<file path="config.mk">
export PLATFORM = sky130hd
export DESIGN_NAME = sink_char_ram
export DESIGN_NICKNAME = d
export VERILOG_FILES = /design/src/rtl/text_pkg.sv /design/src/rtl/sink_char_ram.sv
export SDC_FILE = /design/constraint.sdc
export NUM_CORES = 1
export LEC_CHECK = 0
export CAP_MARGIN = 10
export CORE_MARGIN = 5
export CORE_UTILIZATION = 50
export DETAILED_ROUTE_END_ITERATION = 10
export PLACE_DENSITY_LB_ADDON = 0.25
export SYNTH_ARGS = -nofsm -noshare
export SYNTH_HDL_FRONTEND = slang
export SYNTH_SLANG_ARGS = --single-unit
</file>
<file path="constraint.sdc">
create_clock -name CLOCK_50 -period 4.2 [get_ports CLOCK_50]
set_input_delay 0.42 -clock CLOCK_50 [delete_from_list [all_inputs] [get_ports CLOCK_50]]
set_output_delay 0.42 -clock CLOCK_50 [all_outputs]
set_load 0.02 [all_outputs]
</file>
<file path="src/rtl/text_pkg.sv">
// -----------------------------------------------------------------------------
// text_pkg
// Shared definitions for the text link receive side: character width, the
// default end-of-message character, the sink FSM state encoding and a helper
// that counts set bits in a character (used for bit-error statistics).
// -----------------------------------------------------------------------------
package text_pkg;

    localparam int CHAR_W = 8;

    localparam logic [CHAR_W-1:0] TERM_CHAR_DEFAULT = 8'h00;

    typedef enum logic [1:0] {
        ST_IDLE    = 2'd0,
        ST_CAPTURE = 2'd1,
        ST_DONE    = 2'd2
    } sink_state_t;

    // Number of '1' bits in a character; the XOR of received and reference
    // characters fed through this gives the number of flipped bits.
    function automatic logic [3:0] popcount8(input logic [CHAR_W-1:0] value);
        logic [3:0] total;
        total = 4'd0;
        for (int i = 0; i < CHAR_W; i++) begin
            total = total + {3'd0, value[i]};
        end
        return total;
    endfunction

endpackage

</file>
<file path="src/rtl/sink_char_ram.sv">
// -----------------------------------------------------------------------------
// sink_char_ram
// Simple dual-port character buffer: one synchronous write port and one
// registered read port, shaped so that it maps onto a single block RAM.
//
// Ports:
//   CLOCK_50  in   system clock
//   reset     in   synchronous active-high, clears only the read register
//   wr_en     in   write strobe
//   wr_addr   in   write address
//   wr_data   in   character to store
//   rd_addr   in   read address
//   rd_data   out  contents at rd_addr, one cycle later
// -----------------------------------------------------------------------------
module sink_char_ram
    import text_pkg::*;
#(
    parameter int DEPTH = 64,
    parameter int AW    = 6
) (
    input  logic              CLOCK_50,
    input  logic              reset,
    input  logic              wr_en,
    input  logic [AW-1:0]     wr_addr,
    input  logic [CHAR_W-1:0] wr_data,
    input  logic [AW-1:0]     rd_addr,
    output logic [CHAR_W-1:0] rd_data
);

    logic [CHAR_W-1:0] mem [DEPTH];

    // Storage array is never reset so it can live in block RAM.
    always_ff @(posedge CLOCK_50) begin
        if (wr_en) begin
            mem[wr_addr] <= wr_data;
        end
    end

    // Registered read. A read of the address being written in the same cycle
    // sees the previous contents because the array update is non-blocking.
    always_ff @(posedge CLOCK_50) begin
        if (reset) begin
            rd_data <= '0;
        end else begin
            rd_data <= mem[rd_addr];
        end
    end

endmodule

</file>
==> results of run 1 <==
metrics by stage:
step                setup slack (ns)  util, %  hold WS [ns]  std cells
finish                         1.724    56.97       0.05754       1557
CTS                            1.751    56.97       0.04664       1557
detailed placement             1.160    53.08        0.6348       1464
global placement               1.157    53.08        0.6361       1464
global route                   1.638    56.97       0.04685       1557
floorplan                      2.084        -        0.5189        921
how the worst max path moves through the flow:
| stage | slack (ns) | to | from |
|---|---|---|---|
| floorplan | 2.08 | rd_data[2] | rd_addr[1] |
| global placement | 1.16 | rd_data[1] | rd_addr[0] |
| detailed placement | 1.16 | rd_data[0] | rd_addr[0] |
| CTS | 1.75 | rd_data[0] | rd_addr[0] |
| global route | 1.64 | mem[59][0] | wr_addr[1] |
| finish | 1.72 | mem[59][0] | wr_addr[1] |
power by group through the flow:
stage | Clock, mW | Sequential (mW) | Combinational (mW)
after floorplan | 0 | 5.87 | 0.301
after global placement | 0 | 5.87 | 0.546
after detailed placement | 0 | 5.87 | 0.552
after CTS | 4.32 | 5.76 | 0.553
after global routing | 4.57 | 5.76 | 0.581
final | 4.24 | 5.76 | 0.545
per-layer routing:
metal | global-route usage (%) | up-vias
met5 | 0 | -
met4 | 4.672 | 0
met3 | 3.453 | 59
met2 | 30.96 | 374
met1 | 29.07 | 4980
li1 | - | 3996
sequential cells by signal, indices dropped and copies added (netlist names):
signal / cells
mem: 512
rd_data: 8
cell usage after synthesis, types with 2 or more instances:
library cell	number	area (µm²)
o221ai_1	2	17.52
buf_4	9	67.56
nand3b_1	3	22.52
clkbuf_1	25	93.84
a31oi_1	2	12.51
a31o_1	2	17.52
inv_1	2	7.510
nand2b_1	6	37.54
o21ai_0	4	20.02
dfxtp_1	8	160.2
o22a_1	3	26.28
nor2b_1	9	56.30
nor2_1	72	270.3
nand3_1	7	35.03
mux2_2	6	67.56
mux2i_1	21	210.2
a21oi_1	7	35.03
o21ai_1	3	15.01
edfxtp_1	512	15370
nand2_1	24	90.09
or3b_2	2	17.52
buf_2	10	50.05
a22oi_1	5	37.54
o41ai_1	2	17.52
nand4_1	2	12.51
o22ai_1	7	43.79
buf_6	5	56.30
a211oi_1	5	37.54
nor3_1	4	20.02
mux4_2	137	3085
o211ai_1	5	37.54
cell type report:
type,count,area [µm²],share of cell area [%]
inverter,3,11.26,0.04975
multi-input combinational,348,4303,19.01
tap,525,656.9,2.902
sequential,520,15530,68.63
clock buffer,62,1318,5.821
timing repair buffer,68,581.8,2.570
clock inverter,31,230.2,1.017
logic make-up after synthesis:
kind of cell	Yosys count
DFF	520
buffers and inverters	53
muxes	164
and+or+nand+nor	134
AOI/OAI and AO/OA	50
==> metrics, run 1 <==
status=completed; Final ANT Viol Nets=0; overall power=10.54 mW; Clk pin slew, worst setup/hold paths=0.06 ns; Layout Cell Area excl Fill=0.02264 mm²; Yosys cell types=41; layout cells sized above 1=25.97%; Slowest Stage Delay on Critical Path=0.81 ns; Met1 Wirelength=17,870 µm; CTS tree=built; max_slew headroom=19.55%; Warnings, synthesis=0; sequential element share of the synthesized area=77.21%; prevailing post-synth register cell=edfxtp_1; Clock Path Buffers=3; DR vias/cell=6.043; CP top delay family=simple AND/OR/NAND/NOR gates; CTS Sinks=520; drc violations=0; WP buf/inv=1; hpwl dp=26,490 µm; Hold-fix buffers, CTS=0; CP arrival=2.65 ns; H-tree depth=2; placed cell area=0.02109 mm²; Post-Syn Area per Cell=21.85 µm²; R2R depth=5; main combinational cell family by area after synthesis=multiplexers; Die Wd=210.6 µm; Post-synth EDFFs=512; Switching Power=2.170 mW; Hold Path Depth=1; Yosys reg bits=520; post_cts resized=0; clk root buf=clkbuf_16; crit end category=register; Syn Inst Count=921; Ports=31; # setup viols final=0; endpoints failing hold=0; die area=0.04435 mm²; worst hold path startpoint=wr_data[5]; CP Max Fanout=10; Mapped Area=0.02012 mm²; Clk Latency, worst-skew pair=0.57 ns; xor-xnor portion of the synthesized cell area=0%; DR vias=9,409; Synth async-reset ratio=0%; final WL=42,810 µm; Num CTS Buffers=51; RSZ-0062 raised after global routing=no; FMAX=0.4039 GHz; CP max-delay cell=nor2_1; pin count of the biggest net entering global routing=65; Logic pwr share=5.2%; grt ovf=0; area grow syn2layout=12.50%; Clock Skew=0.02062 ns; Hold EP=mem[36][5]; clock power share=40.2%; critical path startpoint category=primary input; CP Depth=4; Worst Tran Pin Value=1.207 ns; initial core utilization=50.64%; FP Rows=73; initial antenna violation count=0; Max Cap Violations=0; reg2reg end=rd_data[3]; VDD IR max=0.0003819 V; fin crit share=58.95%; Tmin final=2.476 ns; Net Count, Synth=944; setup TNS=0 ns; Placer Congestion=0.8375; die height=210.6 µm; Hold WC Path Type=primary input to register; CP required=4.38 ns; Worst R2R Start=mem[58][3]; Synth Area in Compound Gates=1.704%; Top Layer Used=met4; DRT Pass-1 Iters=5; most common cell after layout, fill and taps aside=edfxtp_1; fin. max-slew vios=0; Ant. Diodes=0; pwr dens=465.7 mW/mm²; vias in the first global route=9,424; postcts setup bufs=0; first-pass GRT wire length=63,820 µm; routed wire length per instance=27.49 µm; Pleak=7.049 nW; mux contribution to synthesized area=16.72%; layout net count=1,015; Total Routing Usage GR=19.57%; Net Sw Frac=20.59%; Adder-Cell Fraction of Synth Area=0%; sequential share of power=54.7%; crit path kind=primary input to register; DR WL met2=20,920 µm; leading cell types in the layout, fill and taps excluded=512 x edfxtp_1, 137 x mux4_2, 72 x nor2_1; simple-gate area share of the yosys netlist=2.966%; routed wl met3=3195 µm; 1st-iter DRT viols=842; Fillers=2,910; CP cell instances=clkdlybuf4s50_1 > nor2b_1 > nand3_1 > nor2_1; slack of the worst reg-to-reg path=2.16 ns; PortBufs=30; Power Internal=8.371 mW; Core ar.=0.03973 mm²
No activity file was read; power rests on OpenSTA's default activity.
==> run 2: changes to the inputs <==
==> constraint.sdc (replaced) <==
create_clock -name CLOCK_50 -period 2.4 [get_ports CLOCK_50]
set_input_delay 0.24 -clock CLOCK_50 [delete_from_list [all_inputs] [get_ports CLOCK_50]]
set_output_delay 0.24 -clock CLOCK_50 [all_outputs]
set_load 0.02 [all_outputs]
==> run 2 against run 1 <==
Against the previous run: final cell count rose by 7.8%; core utilization rose by 3.0 points; critical path depth rose by 1; non-clock buffer count rose by 122; flip-flop and latch count did not move; combinational power rose by 98%; critical path type is now register to register.
==> metrics, run 2 (same netlist as run 1, synthesis figures left out) <==
layout net count=1,138 (was 1,015); crit end category=register (unchanged); fin crit share=83.13%; area grow syn2layout=18.39% (was 12.50%); clk root buf=clkbuf_16 (unchanged); Placer Congestion=0.8794 (was 0.8375); die area=0.04435 mm² (unchanged); Total Routing Usage GR=20.88% (was 19.57%); Num CTS Buffers=52 (was 51); slack of the worst reg-to-reg path=0.40 ns (was 2.16 ns); max_slew headroom=49.05% (was 19.55%); reg2reg end=rd_data[7] (was rd_data[3]); postcts setup bufs=0 (unchanged); CP required=2.86 ns (was 4.38 ns); Clock Path Buffers=3 (unchanged); crit path kind=register to register (was primary input to register); Ports=31 (unchanged); Fillers=2,824 (was 2,910); DRT Pass-1 Iters=5 (unchanged); DR vias=9,908 (was 9,409); Hold WC Path Type=primary input to register (unchanged); pin count of the biggest net entering global routing=65 (unchanged); Worst Tran Pin Value=0.7643 ns (was 1.207 ns); # setup viols final=0 (unchanged); Core ar.=0.03973 mm² (unchanged); Clk Latency, worst-skew pair=0.58 ns (was 0.57 ns); final WL=45,170 µm (was 42,810 µm); Ant. Diodes=0 (unchanged); first-pass GRT wire length=67,750 µm (was 63,820 µm); start point of the critical path=mem[39][7] (was wr_addr[1]); 1st-iter DRT viols=941 (was 842); Clk pin slew, worst setup/hold paths=0.06 ns (about the same); layout cells sized above 1=32.87% (was 25.97%); Pleak=7.753 nW (was 7.049 nW); biggest regs=mem x512, rd_data x8 (unchanged); critical path startpoint category=register (was primary input); DP Cell Count=1,586 (was 1,464); initial antenna violation count=0 (unchanged); max reg flops=512 (unchanged); vias in the first global route=10,320 (was 9,424); endpoints failing hold=0 (unchanged); Clock Skew=0.01553 ns (was 0.02062 ns); status=completed (unchanged); Hold Path Depth=1 (unchanged); CTS Sinks=520 (unchanged); Tmin final=1.995 ns; Top reg by flops=mem (unchanged); drc violations=0 (unchanged); die height=210.6 µm (unchanged); Final ANT Viol Nets=0 (unchanged); CP arrival=2.45 ns (was 2.65 ns); DR vias/cell=5.905 (was 6.043); most common cell after layout, fill and taps aside=edfxtp_1 (unchanged); post_cts resized=0 (unchanged); Die Wd=210.6 µm (unchanged); CP Max Fanout=1 (was 10); overall power=18.93 mW (was 10.54 mW); R2R depth=5 (unchanged); worst hold path startpoint=wr_data[0] (was wr_data[5]); Hold EP=mem[17][0] (was mem[36][5]); FMAX=0.5012 GHz; Max Cap Violations=0 (unchanged); RSZ-0062 raised after global routing=no (unchanged); grt ovf=0 (unchanged); fin. max-slew vios=0 (unchanged); Worst R2R Start=mem[39][7] (was mem[58][3]); H-tree depth=2 (unchanged); VDD IR max=0.0006015 V (was 0.0003819 V); PortBufs=30 (unchanged); CTS tree=built (unchanged); leading cell types in the layout, fill and taps excluded=512 x edfxtp_1, 144 x buf_4, 137 x mux4_2 (was 512 x edfxtp_1, 137 x mux4_2, 72 x nor2_1); FP Rows=73 (unchanged); Finished Layout Cells=1,678 (was 1,557); initial core utilization=50.64% (unchanged); Hold-fix buffers, CTS=0 (unchanged); hpwl dp=29,730 µm (was 26,490 µm); routed wire length per instance=26.92 µm (was 27.49 µm); pwr dens=794.7 mW/mm² (was 465.7 mW/mm²)
[run 2: changes by cell type in the layout (fill, tap and decap cells not counted), moves of 2 or more]
cell,delta
buf_4,+107
clkinv_2,-16
buf_12,+15
clkbuf_1,+7
clkbuf_8,+5
clkinv_1,+3
clkbuf_16,+2
[run 2: final cells by class]
type	count	area (µm²)	area share, %
well taps	525	656.9	2.758
clock buffers	76	1463	6.140
repair buffers	190	1685	7.075
clock inverters	16	166.4	0.6986
flip-flops and latches	520	15530	65.22
inverters	3	11.26	0.04727
multi-input cells	348	4303	18.06
[run 2: worst max-delay path by stage]
stage | endpoint | slack [ns]
final | rd_data[7] | 0.40
after global routing | rd_data[3] | 0.34
after CTS | rd_data[7] | 0.42
after detailed placement | rd_data[0] | -0.1
after global placement | rd_data[0] | -0.07
after floorplan | rd_data[2] | 0.46
[run 2: critical path, stage by stage (launching register included)]
cell,delay (ns)
edfxtp_1,0.38
mux4_2,0.47
mux4_2,0.51
nor3b_1,0.16
a31oi_1,0.23
o21ai_1,0.11
[run 2: per-layer routing]
| metal | track usage [%] | vias up | share of wire (%) |
|---|---|---|---|
| met3 | 4.480 | 78 | 7.2 |
| li1 | - | 4240 | - |
| met1 | 30.04 | 5223 | 42 |
| met4 | 6.796 | 0 | 3.1 |
| met5 | 0 | - | 0 |
| met2 | 32.57 | 367 | 48 |
[run 2: power by group]
group	internal (mW)	switching, mW	leakage, nW
registers	10.0	0.0332	4.67
clock network	4.61	3.15	0.788
logic	0.473	0.611	2.29
[run 2: stage by stage]
stage | instance area, µm² | worst slack, ns | setup TNS, ns | hold slack (ns) | util, %
2_1_floorplan | 20120 | 0.4643 | 0 | 0.3389 | -
3_3_place_gp | 22190 | -0.07317 | -0.07317 | 0.6545 | 55.85
3_5_place_dp | 22190 | -0.09599 | -0.09599 | 0.6681 | 55.85
4_1_cts | 23820 | 0.4209 | 0 | 0.04608 | 59.95
5_1_grt | 23820 | 0.3391 | 0 | 0.07186 | 59.95
6_report | 23820 | 0.4048 | 0 | 0.07080 | 59.95
==> run 3: changes to the inputs <==
==> constraint.sdc (replaced) <==
create_clock -name CLOCK_50 -period 2.01 [get_ports CLOCK_50]
set_input_delay 0.201 -clock CLOCK_50 [delete_from_list [all_inputs] [get_ports CLOCK_50]]
set_output_delay 0.201 -clock CLOCK_50 [all_outputs]
set_load 0.02 [all_outputs]
==> run 3 against run 2 <==
Against the previous run: the run now ends with setup timing left; largest cell class unchanged; flip-flop and latch count did not move; combinational power rose by 25%; power rose by 22%; first-iteration DRC count fell by 11%; sequential power rose by 19%; critical path depth fell by 1; maximum frequency fell by 4.4%; cell area rose by 1.3%; sequential share of layout area fell by 0.82 points; worst hold slack improved by 0.028 ns.
==> metrics, run 3 (same netlist as run 1, synthesis figures left out) <==
status=finished with violations (was completed); Final ANT Viol Nets=0 (unchanged); first-pass GRT wire length=67,180 µm (was 67,750 µm); pre-CTS setup slack=-0.4583 ns (was -0.09599 ns); H-tree depth=2 (unchanged); initial core utilization=50.64% (unchanged); Worst R2R Start=mem[27][0] (was mem[39][7]); Ports=31 (unchanged); CTS tree=built (unchanged); Clk Latency, worst-skew pair=0.58 ns (about the same); Total Routing Usage GR=20.52% (was 20.88%); # setup viols final=2 (was 0); Hold EP=mem[28][6] (was mem[17][0]); postcts setup bufs=0 (unchanged); CP Max Fanout=1 (unchanged); slack of the worst reg-to-reg path=-0.08 ns (was 0.40 ns); layout cells sized above 1=34.83% (was 32.87%); Tmin final=2.088 ns (was 1.995 ns); Top reg by flops=mem (unchanged); Hold Path Depth=2 (was 1); Clock Path Buffers=3 (unchanged); reg2reg end=rd_data[0] (was rd_data[7]); crit end category=register (unchanged); most common cell after layout, fill and taps aside=edfxtp_1 (unchanged); max_slew headroom=56.46% (was 49.05%); worst hold path startpoint=wr_data[6] (was wr_data[0]); vias in the first global route=10,320 (about the same); placed cell area=0.02240 mm² (was 0.02219 mm²); Core ar.=0.03973 mm² (unchanged); leading cell types in the layout, fill and taps excluded=512 x edfxtp_1, 161 x buf_4, 137 x mux4_2 (was 512 x edfxtp_1, 144 x buf_4, 137 x mux4_2); CTS Sinks=520 (unchanged); layout net count=1,159 (was 1,138); max reg flops=512 (unchanged); Worst Tran Pin Value=0.6531 ns (was 0.7643 ns); fin worst setup slack=-0.07765 ns (was 0.4048 ns); VDD IR max=0.0007468 V (was 0.0006015 V); R2R depth=4 (was 5); grt ovf=0 (unchanged); 1st-iter DRT viols=839 (was 941); hpwl dp=28,930 µm (was 29,730 µm); drc violations=0 (unchanged); CP required=2.44 ns (was 2.86 ns); endpoints failing hold=0 (unchanged); crit path kind=register to register (unchanged); FP Rows=73 (unchanged); final WL=44,280 µm (was 45,170 µm); DR vias/cell=5.825 (was 5.905); Ant. Diodes=0 (unchanged); die height=210.6 µm (unchanged); PortBufs=30 (unchanged); Placer Congestion=0.8816 (was 0.8794); FMAX=0.4790 GHz (was 0.5012 GHz); Pleak=7.927 nW (was 7.753 nW); biggest regs=mem x512, rd_data x8 (unchanged); pwr dens=956.1 mW/mm² (was 794.7 mW/mm²); Layout Cell Area excl Fill=0.02412 mm² (was 0.02382 mm²); pin count of the biggest net entering global routing=65 (unchanged); CP arrival=2.52 ns (was 2.45 ns); Max Cap Violations=0 (unchanged); area grow syn2layout=19.90% (was 18.39%); Clk pin slew, worst setup/hold paths=0.06 ns (about the same); DR vias=9,915 (was 9,908); die area=0.04435 mm² (unchanged); routed wire length per instance=26.02 µm (was 26.92 µm); Hold WC Path Type=primary input to register (unchanged); Die Wd=210.6 µm (unchanged); Num CTS Buffers=52 (unchanged); DRT Pass-1 Iters=5 (unchanged); Fillers=2,793 (was 2,824); failing checks=setup timing; clk root buf=clkbuf_16 (unchanged); RSZ-0062 raised after global routing=yes (was no); critical path startpoint category=register (unchanged); fin crit share=103.9% (was 83.13%); initial antenna violation count=0 (unchanged); fin. max-slew vios=0 (unchanged); Clock Skew=0.01124 ns (was 0.01553 ns)
==> run 3: cell count changes in the layout (fill, tap and decap cells not counted) <==
| cell | previous run | this run |
|---|---|---|
| clkbuf_8 | 6 | 5 |
| clkbuf_1 | 18 | 11 |
| buf_4 | 144 | 161 |
| a41oi_2 | 0 | 1 |
| a41oi_1 | 1 | 0 |
| buf_12 | 18 | 22 |
| bufinv_16 | 4 | 7 |
| clkinv_1 | 12 | 13 |
| clkinv_2 | 1 | 8 |
==> run 3: how the worst max path moves through the flow <==
stage	to	slack, ns	start	cells after the start
after floorplan	rd_data[2]	0.11	rd_addr[1]	6
after global placement	rd_data[1]	-0.43	rd_addr[0]	7
after detailed placement	rd_data[1]	-0.46	rd_addr[0]	7
after CTS	rd_data[0]	-0.02	mem[27][0]	4
after global routing	rd_data[0]	-0.13	mem[27][0]	4
final	rd_data[0]	-0.08	mem[27][0]	4
==> run 3: cell type report <==
class                      count  area (µm²)  area share, %
timing repair buffer         211        1893          7.847
clock buffer                  68        1423          5.897
multi-input combinational    348        4310          17.87
inverter                       3       11.26        0.04668
sequential                   520       15530          64.39
tap                          525       656.9          2.723
clock inverter                27       295.3          1.224
==> run 3: critical path, stage by stage (launching register included) <==
cell and delay [ns]:
edfxtp_1 0.38, mux4_2 0.49, mux4_2 0.49, o211ai_1 0.41, o41ai_1 0.16
==> run 3: power by group <==
part           switching [mW]  internal, mW
Clock                    3.84          5.84
Sequential             0.0362          12.0
Combinational           0.732         0.615
Total                    4.61          18.5
==> run 3: layer usage <==
layer  vias up  share of wire, %  global-route usage, %
met5         -                 0                      0
met2       400                48                  32.08
li1       4286                 -                      -
met1      5154                41                  29.94
met4         0               2.5                  6.148
met3        75               8.2                  4.108
==> run 3: timing repair <==
item	CTS	global route
gates resized for setup	0	1
endpoints found under the hold margin	0	0
endpoints found under the setup margin	2	3
hold buffers	0	0
pin swaps	0	0
==> run 3: through the flow <==
stage	power, mW	hold slack, ns	util, %	TNS (ns)	std cells
detailed placement	13.62	0.7245	56.38	-4.328	1607
CTS	23.28	0.09871	60.70	-0.03125	1702
global placement	13.60	0.7194	56.38	-2.861	1607
finish	23.07	0.09891	60.72	-0.1308	1702
floorplan	12.90	0.2999	-	0	921
global route	23.84	0.1094	60.72	-0.2341	1702
